[config.mk]
export PLATFORM = sky130hd
export DESIGN_NAME = bp_initiator
export DESIGN_NICKNAME = d
export VERILOG_FILES = /design/src/rtl/bp_initiator.sv
export SDC_FILE = /design/constraint.sdc
export NUM_CORES = 1
export LEC_CHECK = 0
export CORE_ASPECT_RATIO = 1.4
export CORE_MARGIN = 10
export CORE_UTILIZATION = 30
export DETAILED_ROUTE_END_ITERATION = 16
export PLACE_DENSITY = 0.56
export SETUP_SLACK_MARGIN = 0.02
export SLEW_MARGIN = 20
export SYNTH_ARGS = -nofsm -noshare
export SYNTH_HDL_FRONTEND = slang
export SYNTH_SLANG_ARGS = --single-unit
[constraint.sdc]
create_clock -name i_clk -period 4 [get_ports i_clk]
set_input_delay 1.2 -clock i_clk [delete_from_list [all_inputs] [get_ports i_clk]]
set_output_delay 1.2 -clock i_clk [all_outputs]
set_load 0.02 [all_outputs]
[src/rtl/bp_initiator.sv]
// bp_initiator: bytepipe host-side initiator turning register requests into up bytes and down bytes into responses.
// Define BP_INITIATOR_DROPCOUNT_EN to add o_nDropped (saturating count of stray dn bytes and timeouts).
module bp_initiator #(
    parameter int LEN_W       = 8,
    parameter int TIMEOUT_EXP = 8
) (
    input  logic             i_clk,
    input  logic             i_rstn,
    input  logic             i_cg,
    input  logic             i_reqValid,
    output logic             o_reqReady,
    input  logic             i_reqWrite,
    input  logic [6:0]       i_reqAddr,
    input  logic [7:0]       i_reqData,
    input  logic [LEN_W-1:0] i_reqLen,
    output logic             o_upValid,
    input  logic             i_upReady,
    output logic [7:0]       o_upData,
    input  logic             i_dnValid,
    output logic             o_dnReady,
    input  logic [7:0]       i_dnData,
    output logic             o_rspValid,
    input  logic             i_rspReady,
    output logic [7:0]       o_rspData,
    output logic             o_rspLast,
    output logic             o_rspErr,
`ifdef BP_INITIATOR_DROPCOUNT_EN
    output logic [7:0]       o_nDropped,
`endif
    output logic             o_busy
);
    typedef enum logic [1:0] {IDLE, ADDR, DATA, WAIT} state_t;
    // Timeout fires on the enabled cycle that takes the counter to 2^TIMEOUT_EXP-1.
    localparam logic [TIMEOUT_EXP-1:0] T_LAST = TIMEOUT_EXP'((1 << TIMEOUT_EXP) - 2);
    state_t state, state_nx;
    logic wr;
    logic [6:0] addr;
    logic [7:0] data;
    logic [LEN_W-1:0] len, beat;
    logic [TIMEOUT_EXP-1:0] tcnt;
    logic rsp_free, req_take, up_take, dn_take, last_beat, timeout;
    always_comb begin
        rsp_free   = !o_rspValid || i_rspReady;
        o_reqReady = i_cg && state == IDLE && rsp_free;
        o_dnReady  = i_cg && (state == IDLE || (state == WAIT && rsp_free));
        o_upValid  = state == ADDR || state == DATA;
        o_upData   = state == ADDR ? {wr, addr} : state == DATA ? data : 8'h00;
        o_busy     = state != IDLE;
        req_take   = i_reqValid && o_reqReady;
        up_take    = i_cg && o_upValid && i_upReady;
        dn_take    = i_dnValid && o_dnReady && state == WAIT;
        last_beat  = beat == len;
        timeout    = i_cg && state == WAIT && rsp_free && !dn_take && tcnt == T_LAST;
        state_nx   = state;
        if (req_take) state_nx = ADDR;
        if (up_take) state_nx = (state == ADDR && wr) ? DATA : WAIT;
        if (dn_take) state_nx = last_beat ? IDLE : ADDR;
        if (timeout) state_nx = IDLE;
    end
    always_ff @(posedge i_clk or negedge i_rstn) begin
        if (!i_rstn) state <= IDLE;
        else if (i_cg) state <= state_nx;
    end
    always_ff @(posedge i_clk or negedge i_rstn) begin
        if (!i_rstn) begin
            wr         <= 1'b0;
            addr       <= '0;
            data       <= '0;
            len        <= '0;
            beat       <= '0;
            tcnt       <= '0;
            o_rspValid <= 1'b0;
            o_rspData  <= '0;
            o_rspLast  <= 1'b0;
            o_rspErr   <= 1'b0;
        end else if (i_cg) begin
            if (req_take) begin
                wr   <= i_reqWrite;
                addr <= i_reqAddr;
                data <= i_reqData;
                len  <= i_reqWrite ? '0 : i_reqLen;
                beat <= '0;
            end
            if (dn_take && !last_beat) beat <= beat + 1'b1;
            // Frozen while the response slot is held by the consumer.
            tcnt <= state != WAIT ? '0 : rsp_free ? tcnt + 1'b1 : tcnt;
            if (dn_take) {o_rspValid, o_rspData, o_rspLast, o_rspErr} <= {1'b1, i_dnData, last_beat, 1'b0};
            else if (timeout) {o_rspValid, o_rspData, o_rspLast, o_rspErr} <= {1'b1, 8'h00, 1'b1, 1'b1};
            else if (i_rspReady) o_rspValid <= 1'b0;
        end
    end
`ifdef BP_INITIATOR_DROPCOUNT_EN
    always_ff @(posedge i_clk or negedge i_rstn) begin
        if (!i_rstn) o_nDropped <= '0;
        else if (((state == IDLE && i_dnValid && o_dnReady) || timeout) && o_nDropped != 8'hFF)
            o_nDropped <= o_nDropped + 1'b1;
    end
`endif
endmodule

==> results of run 1 <==
[timing repair]
action,in CTS,in global routing
endpoints found under the hold margin,0,0
resized for setup,0,1
endpoints found under the setup margin,0,1
[stage by stage]
stage          power [mW]  utilization
6_report             2.36        0.400
5_1_grt              2.56        0.400
4_1_cts              2.41        0.400
3_5_place_dp         1.98        0.385
3_3_place_gp         1.96        0.385
2_1_floorplan        1.55            -
[layout make-up]
cell class,count,area [um^2]
flip-flops and latches,53,1330
repair buffers,68,661
inverters,16,60.1
multi-input cells,178,1280
clock buffers,8,136
well taps,107,134
fillers,913,5380
[registers in the layout, summed over array words and instances (netlist names), 2 cells and up]
signal / flops
len: 8
data: 8
state: 2
tcnt: 8
beat: 8
addr: 7
o_rspData: 8
[cell usage after synthesis, types with 3 or more instances]
| cell | count |
|---|---|
| o21ai_1 | 9 |
| and4_1 | 4 |
| buf_6 | 3 |
| a21oi_1 | 4 |
| ha_1 | 7 |
| buf_4 | 3 |
| nand2b_1 | 10 |
| nand2_1 | 39 |
| mux2_2 | 15 |
| nand4_1 | 4 |
| inv_1 | 16 |
| o21ai_0 | 17 |
| a22o_1 | 8 |
| o221ai_1 | 3 |
| xnor2_1 | 10 |
| nand3_1 | 9 |
| mux2i_1 | 4 |
| dfrtp_1 | 53 |
[layer usage]
metal | GRT usage | up-vias | part of all wire
met1 | 0.110 | 997 | 0.40
li1 | - | 1037 | -
met2 | 0.180 | 39 | 0.54
met5 | 0 | - | 0
met3 | 0.0193 | 14 | 0.033
met4 | 0.0496 | 0 | 0.032
[kinds of logic after synthesis]
kind of cell / after synthesis / share of synthesized area
mux: 20 / 0.0820
simple gates: 79 / 0.151
compound gates: 60 / 0.164
fa+ha+maj: 7 / 0.0321
buf+inv: 25 / 0.0472
xor+xnor: 12 / 0.0385
flops: 53 / 0.486
[power breakdown]
group | leakage, nW | total [mW] | switching (mW) | internal [mW]
combinational | 0.775 | 1.05 | 0.543 | 0.510
sequential | 0.679 | 0.892 | 0.152 | 0.740
clock | 0.0652 | 0.415 | 0.181 | 0.233
[path summary, 6_finish.rpt]
kind	endpoint	slack [ns]	cells after the start
min reg2reg	o_rspLast$_DFFE_PN0P_	0.50	1
min	o_rspLast$_DFFE_PN0P_	0.50	1
max	o_dnReady	0.14	5
min in group asynchronous	o_rspData[2]$_DFFE_PN0P_	0.93	1
max in group asynchronous	beat[7]$_DFFE_PN0P_	2.29	2
max reg2reg	beat[5]$_DFFE_PN0P_	1.93	7
==> flow_summary.json, run 1 <==
{
  "status": "completed",
  "dr.pass1.iters": 4,
  "layout_min_cycle_time_ns": 3.86,
  "setup_slack_ns": 0.143,
  "rsz0062_at_grt": "false",
  "avgSynthCellArea_um2": 10.7,
  "grt_start_max_net_pins": 28,
  "clk_path_buf_depth": 2,
  "dp_cells": 422,
  "vias_per_cell": 4.85,
  "grt_pass1_vias": 2257,
  "core-area_um2": 8980,
  "final_cells": 430,
  "arrival_ns": 2.66,
  "cts_tree": "done",
  "synth_cells": 256,
  "final_antenna_net_count": 0,
  "ctsHoldBuffers": 0,
  "clock.fmax_mhz": 259,
  "mostFrequentLayoutCell": "clkdlybuf4s50_1",
  "crit_path_end_kind": "output port",
  "netlist-cell-type-count": 50,
  "synth_fp_nets": 302,
  "power.ir.vdd_worst_v": 0.000288,
  "syn-cell-area_um2": 2730,
  "leakage_nw": 1.52,
  "routed_wl_um": 6540,
  "grt-ovfl-total": 0,
  "synth_seq_cells": 53,
  "antennaDiodeCount": 0,
  "netlist.area_leader.share": 0.486,
  "worst_hold_slack_ns": 0.497,
  "crit_top_cell": "clkdlybuf4s50_1",
  "relSlewSlack": 0.518,
  "num_vias": 2087,
  "ys_async_sr_fraction": 1.00,
  "post-place-ws_ns": 0.112,
  "cap_violations": 0,
  "fin_skew_ns": 0.00369,
  "hold_path.class": "reg -> reg",
  "route.detailed.drc": 0,
  "synth-edff-count": 0,
  "ys.warnings.count": 0,
  "antenna_found_initial": 0,
  "crit_type": "in -> out",
  "num_io_pins": 62,
  "layout-drive-gt1-share": 0.121,
  "setup_tns_ns": 0,
  "synthFlopType": "dfrtp_1",
  "slowest_stage": "clkdlybuf4s50_1",
  "ys_seq_area_frac": 0.486,
  "numCtsBuffers": 5,
  "clkLatencyLatePin_ns": 0.29,
  "clk_pin_slew_ns": 0.06,
  "synth_top_area_cell": "dfrtp_1",
  "slowest_delay_ns": 0.61,
  "stdcell_area_um2": 3590,
  "path_buf_inv": 2,
  "cp_data_required_time_ns": 2.80,
  "tightest_slew_ns": 0.723,
  "crit_start": "i_rspReady",
  "powerDensity_nw_per_um2": 657,
  "cts_num_sinks": 53,
  "final_cell_mix": "clkdlybuf4s50_1 (59), dfrtp_1 (53), nand2_1 (39), o21ai_0 (17), inv_1 (16)",
  "grt_pass1_wl_um": 11200,
  "gp_congestion": 0.790,
  "cp_max_fo": 3,
  "slew_violations": 0,
  "die_w_um": 101,
  "htreeDepth": 2,
  "worstSetupStartpointType": "primary input",
  "avgRoutedWirePerCell_um": 15.2,
  "r2r-start": "state[0]$_DFFE_PN0P_",
  "final_nets": 368,
  "portBuffers": 61,
  "initialDrtViolationCount": 63,
  "grt_util_all_layers": 0.102,
  "die_area_um2": 13400,
  "worstPathCellList": "clkdlybuf4s50_1, nand2b_1, nand3_1, nand2_1, clkdlybuf4s50_1",
  "min_from": "o_rspLast$_DFFE_PN0P_",
  "root_buffer": "clkbuf_16",
  "synthTopCellsByArea": "dfrtp_1 (49%), mux2_2 (6.2%), nand2_1 (5.4%)",
  "hpwl_um": 5140,
  "syn2layout_area_growth_pct": 31.6,
  "initial_utilization": 0.304,
  "rows": 41,
  "finalHoldViolCount": 0,
  "path_delay_family": "buffers and inverters",
  "min_period_over_period": 0.964,
  "placed_cell_area_um2": 3450,
  "cts_setup_buffers": 0,
  "setup_viol": 0,
  "fp.dieH_um": 133
}
Note: power is estimated with default switching activity, not from simulation.
==> run 2, diff against run 1 <==
--- a/config.mk
+++ b/config.mk
@@ -8,6 +8,7 @@
 export CORE_ASPECT_RATIO = 1.4
 export CORE_MARGIN = 10
 export CORE_UTILIZATION = 30
+export CTS_BUF_LIST = sky130_fd_sc_hd__clkbuf_2
 export DETAILED_ROUTE_END_ITERATION = 16
 export PLACE_DENSITY = 0.56
 export SETUP_SLACK_MARGIN = 0.02
==> run 2 against run 1 <==
Maximum frequency about the same. Non-clock buffer count stayed put. Utilization fell by 1.0 points. Cell count grew 0.23%. First-iteration DRC count down 7.9%. Flip-flop and latch count stayed put. Die area did not move. Total power shrank 8.6%. Design area decreased by 2.6%. Critical path depth is the same. Critical path type unchanged.
==> flow_summary.json, run 2 (synthesis gave the netlist of run 1 again) <==
{
  "power.ir.vdd_worst_v": 0.000253,
  "crit_top_cell": "clkdlybuf4s50_1",
  "relSlewSlack": 0.519,
  "crit_type": "in -> out",
  "route.detailed.drc": 0,
  "path_delay_family": "buffers and inverters",
  "grt_pass1_wl_um": 11200,
  "root_buffer": "clkbuf_2",
  "worst_hold_slack_ns": 0.529,
  "reg2reg_depth": 7,
  "htreeDepth": 2,
  "numCtsBuffers": 5,
  "cts_setup_buffers": 0,
  "rsz0062_at_grt": "false",
  "fp.dieH_um": 133,
  "layout_min_cycle_time_ns": 3.86,
  "cp_data_required_time_ns": 2.80,
  "core-area_um2": 8980,
  "cp_max_fo": 3,
  "hold_path_depth": 1,
  "initial_utilization": 0.304,
  "gp_congestion": 0.790,
  "powerDensity_nw_per_um2": 616,
  "syn2layout_area_growth_pct": 28.1,
  "final_nets": 368,
  "grt_start_max_net_pins": 28,
  "grt_pass1_vias": 2253,
  "num_vias": 2075,
  "min_period_over_period": 0.965,
  "die_w_um": 101,
  "vias_per_cell": 4.81,
  "worstSetupStartpointType": "primary input",
  "clk_pin_slew_ns": 0.23,
  "hpwl_um": 5140,
  "final_cell_mix": "clkdlybuf4s50_1 (59), dfrtp_1 (53), nand2_1 (39), o21ai_0 (17), inv_1 (16)",
  "die_area_um2": 13400,
  "hold_path.class": "reg -> reg",
  "worstPathCellList": "clkdlybuf4s50_1, nand2b_1, nand3_1, nand2_1, clkdlybuf4s50_1",
  "clkLatencyLatePin_ns": 0.43,
  "final_antenna_net_count": 0,
  "cts_tree": "done",
  "fin_skew_ns": 0.0190,
  "antenna_found_initial": 1,
  "avgRoutedWirePerCell_um": 15.2,
  "cts_num_sinks": 53,
  "num_io_pins": 62,
  "final_core_util": 0.390,
  "layout-drive-gt1-share": 0.130,
  "path_buf_inv": 2,
  "clock.fmax_mhz": 259,
  "tightest_slew_ns": 0.720,
  "setup_tns_ns": 0,
  "grt-ovfl-total": 0,
  "min_from": "o_rspLast$_DFFE_PN0P_",
  "rows": 41,
  "dp_cells": 422,
  "clk_path_buf_depth": 2,
  "multiInputGateArea_um2": 1280,
  "grt_util_all_layers": 0.102,
  "mostFrequentLayoutCell": "clkdlybuf4s50_1",
  "portBuffers": 61,
  "r2r-start": "state[0]$_DFFE_PN0P_",
  "arrival_ns": 2.66,
  "initialDrtViolationCount": 58,
  "dr.pass1.iters": 4,
  "final_cells": 431,
  "crit_path_end_kind": "output port",
  "slowest_stage": "clkdlybuf4s50_1",
  "slowest_delay_ns": 0.61,
  "seqCellArea_um2": 1330,
  "nFillCells": 929,
  "setup_viol": 0,
  "status": "completed",
  "finalHoldViolCount": 0,
  "crit_start": "i_rspReady",
  "slew_violations": 0,
  "leakage_nw": 1.49,
  "cap_violations": 0,
  "cp.depth": 5,
  "routed_wl_um": 6540
}
run 2: final timing paths:
path / slack, ns / endpoint
min in group asynchronous: 0.73 / data[5]$_DFFE_PN0P_
hold reg to reg: 0.53 / o_rspLast$_DFFE_PN0P_
hold / removal: 0.53 / o_rspLast$_DFFE_PN0P_
setup reg to reg: 1.89 / beat[5]$_DFFE_PN0P_
setup / recovery: 0.14 / o_dnReady
max in group asynchronous: 2.47 / beat[6]$_DFFE_PN0P_
run 2: area by class of cell:
class,count,area share
flip-flops and latches,53,0.379
well taps,107,0.0383
multi-input cells,178,0.365
repair buffers,68,0.189
diodes,1,0.000715
inverters,16,0.0172
clock buffers,8,0.0114
run 2: metal layers:
metal / GRT usage / part of all wire
met5: 0 / 0
met1: 0.110 / 0.40
met2: 0.183 / 0.54
met3: 0.0198 / 0.027
met4: 0.0457 / 0.030
run 2: where the power goes:
part | total, mW | leakage (nW) | internal [mW] | switching (mW)
Clock | 0.214 | 0.0332 | 0.0514 | 0.162
Combinational | 1.05 | 0.775 | 0.511 | 0.543
Sequential | 0.888 | 0.679 | 0.735 | 0.153
run 2: what timing repair did:
item                                   4_1_cts  5_1_grt
endpoints found under the hold margin        0        0
setup endpoints to repair                    0        1
gates resized for setup                      0        1
hold buffers                                 0        0
run 2: worst reg2reg max path, delay by kind of cell (launching register included):
kind                       cells  cell delay [ns]
AOI/OAI and AO/OA              2             0.40
and+or+nand+nor                2             0.59
adders and majority gates      1             0.27
buffers and inverters          2             0.27
DFF                            1             0.46
run 2: stage by stage:
step	worst slack [ns]	area, um^2	total power [mW]
2_1_floorplan	1.03	2730	1.55
3_3_place_gp	0.122	3450	1.96
3_5_place_dp	0.112	3450	1.98
4_1_cts	0.109	3490	2.20
5_1_grt	0.0434	3500	2.35
6_report	0.142	3500	2.16
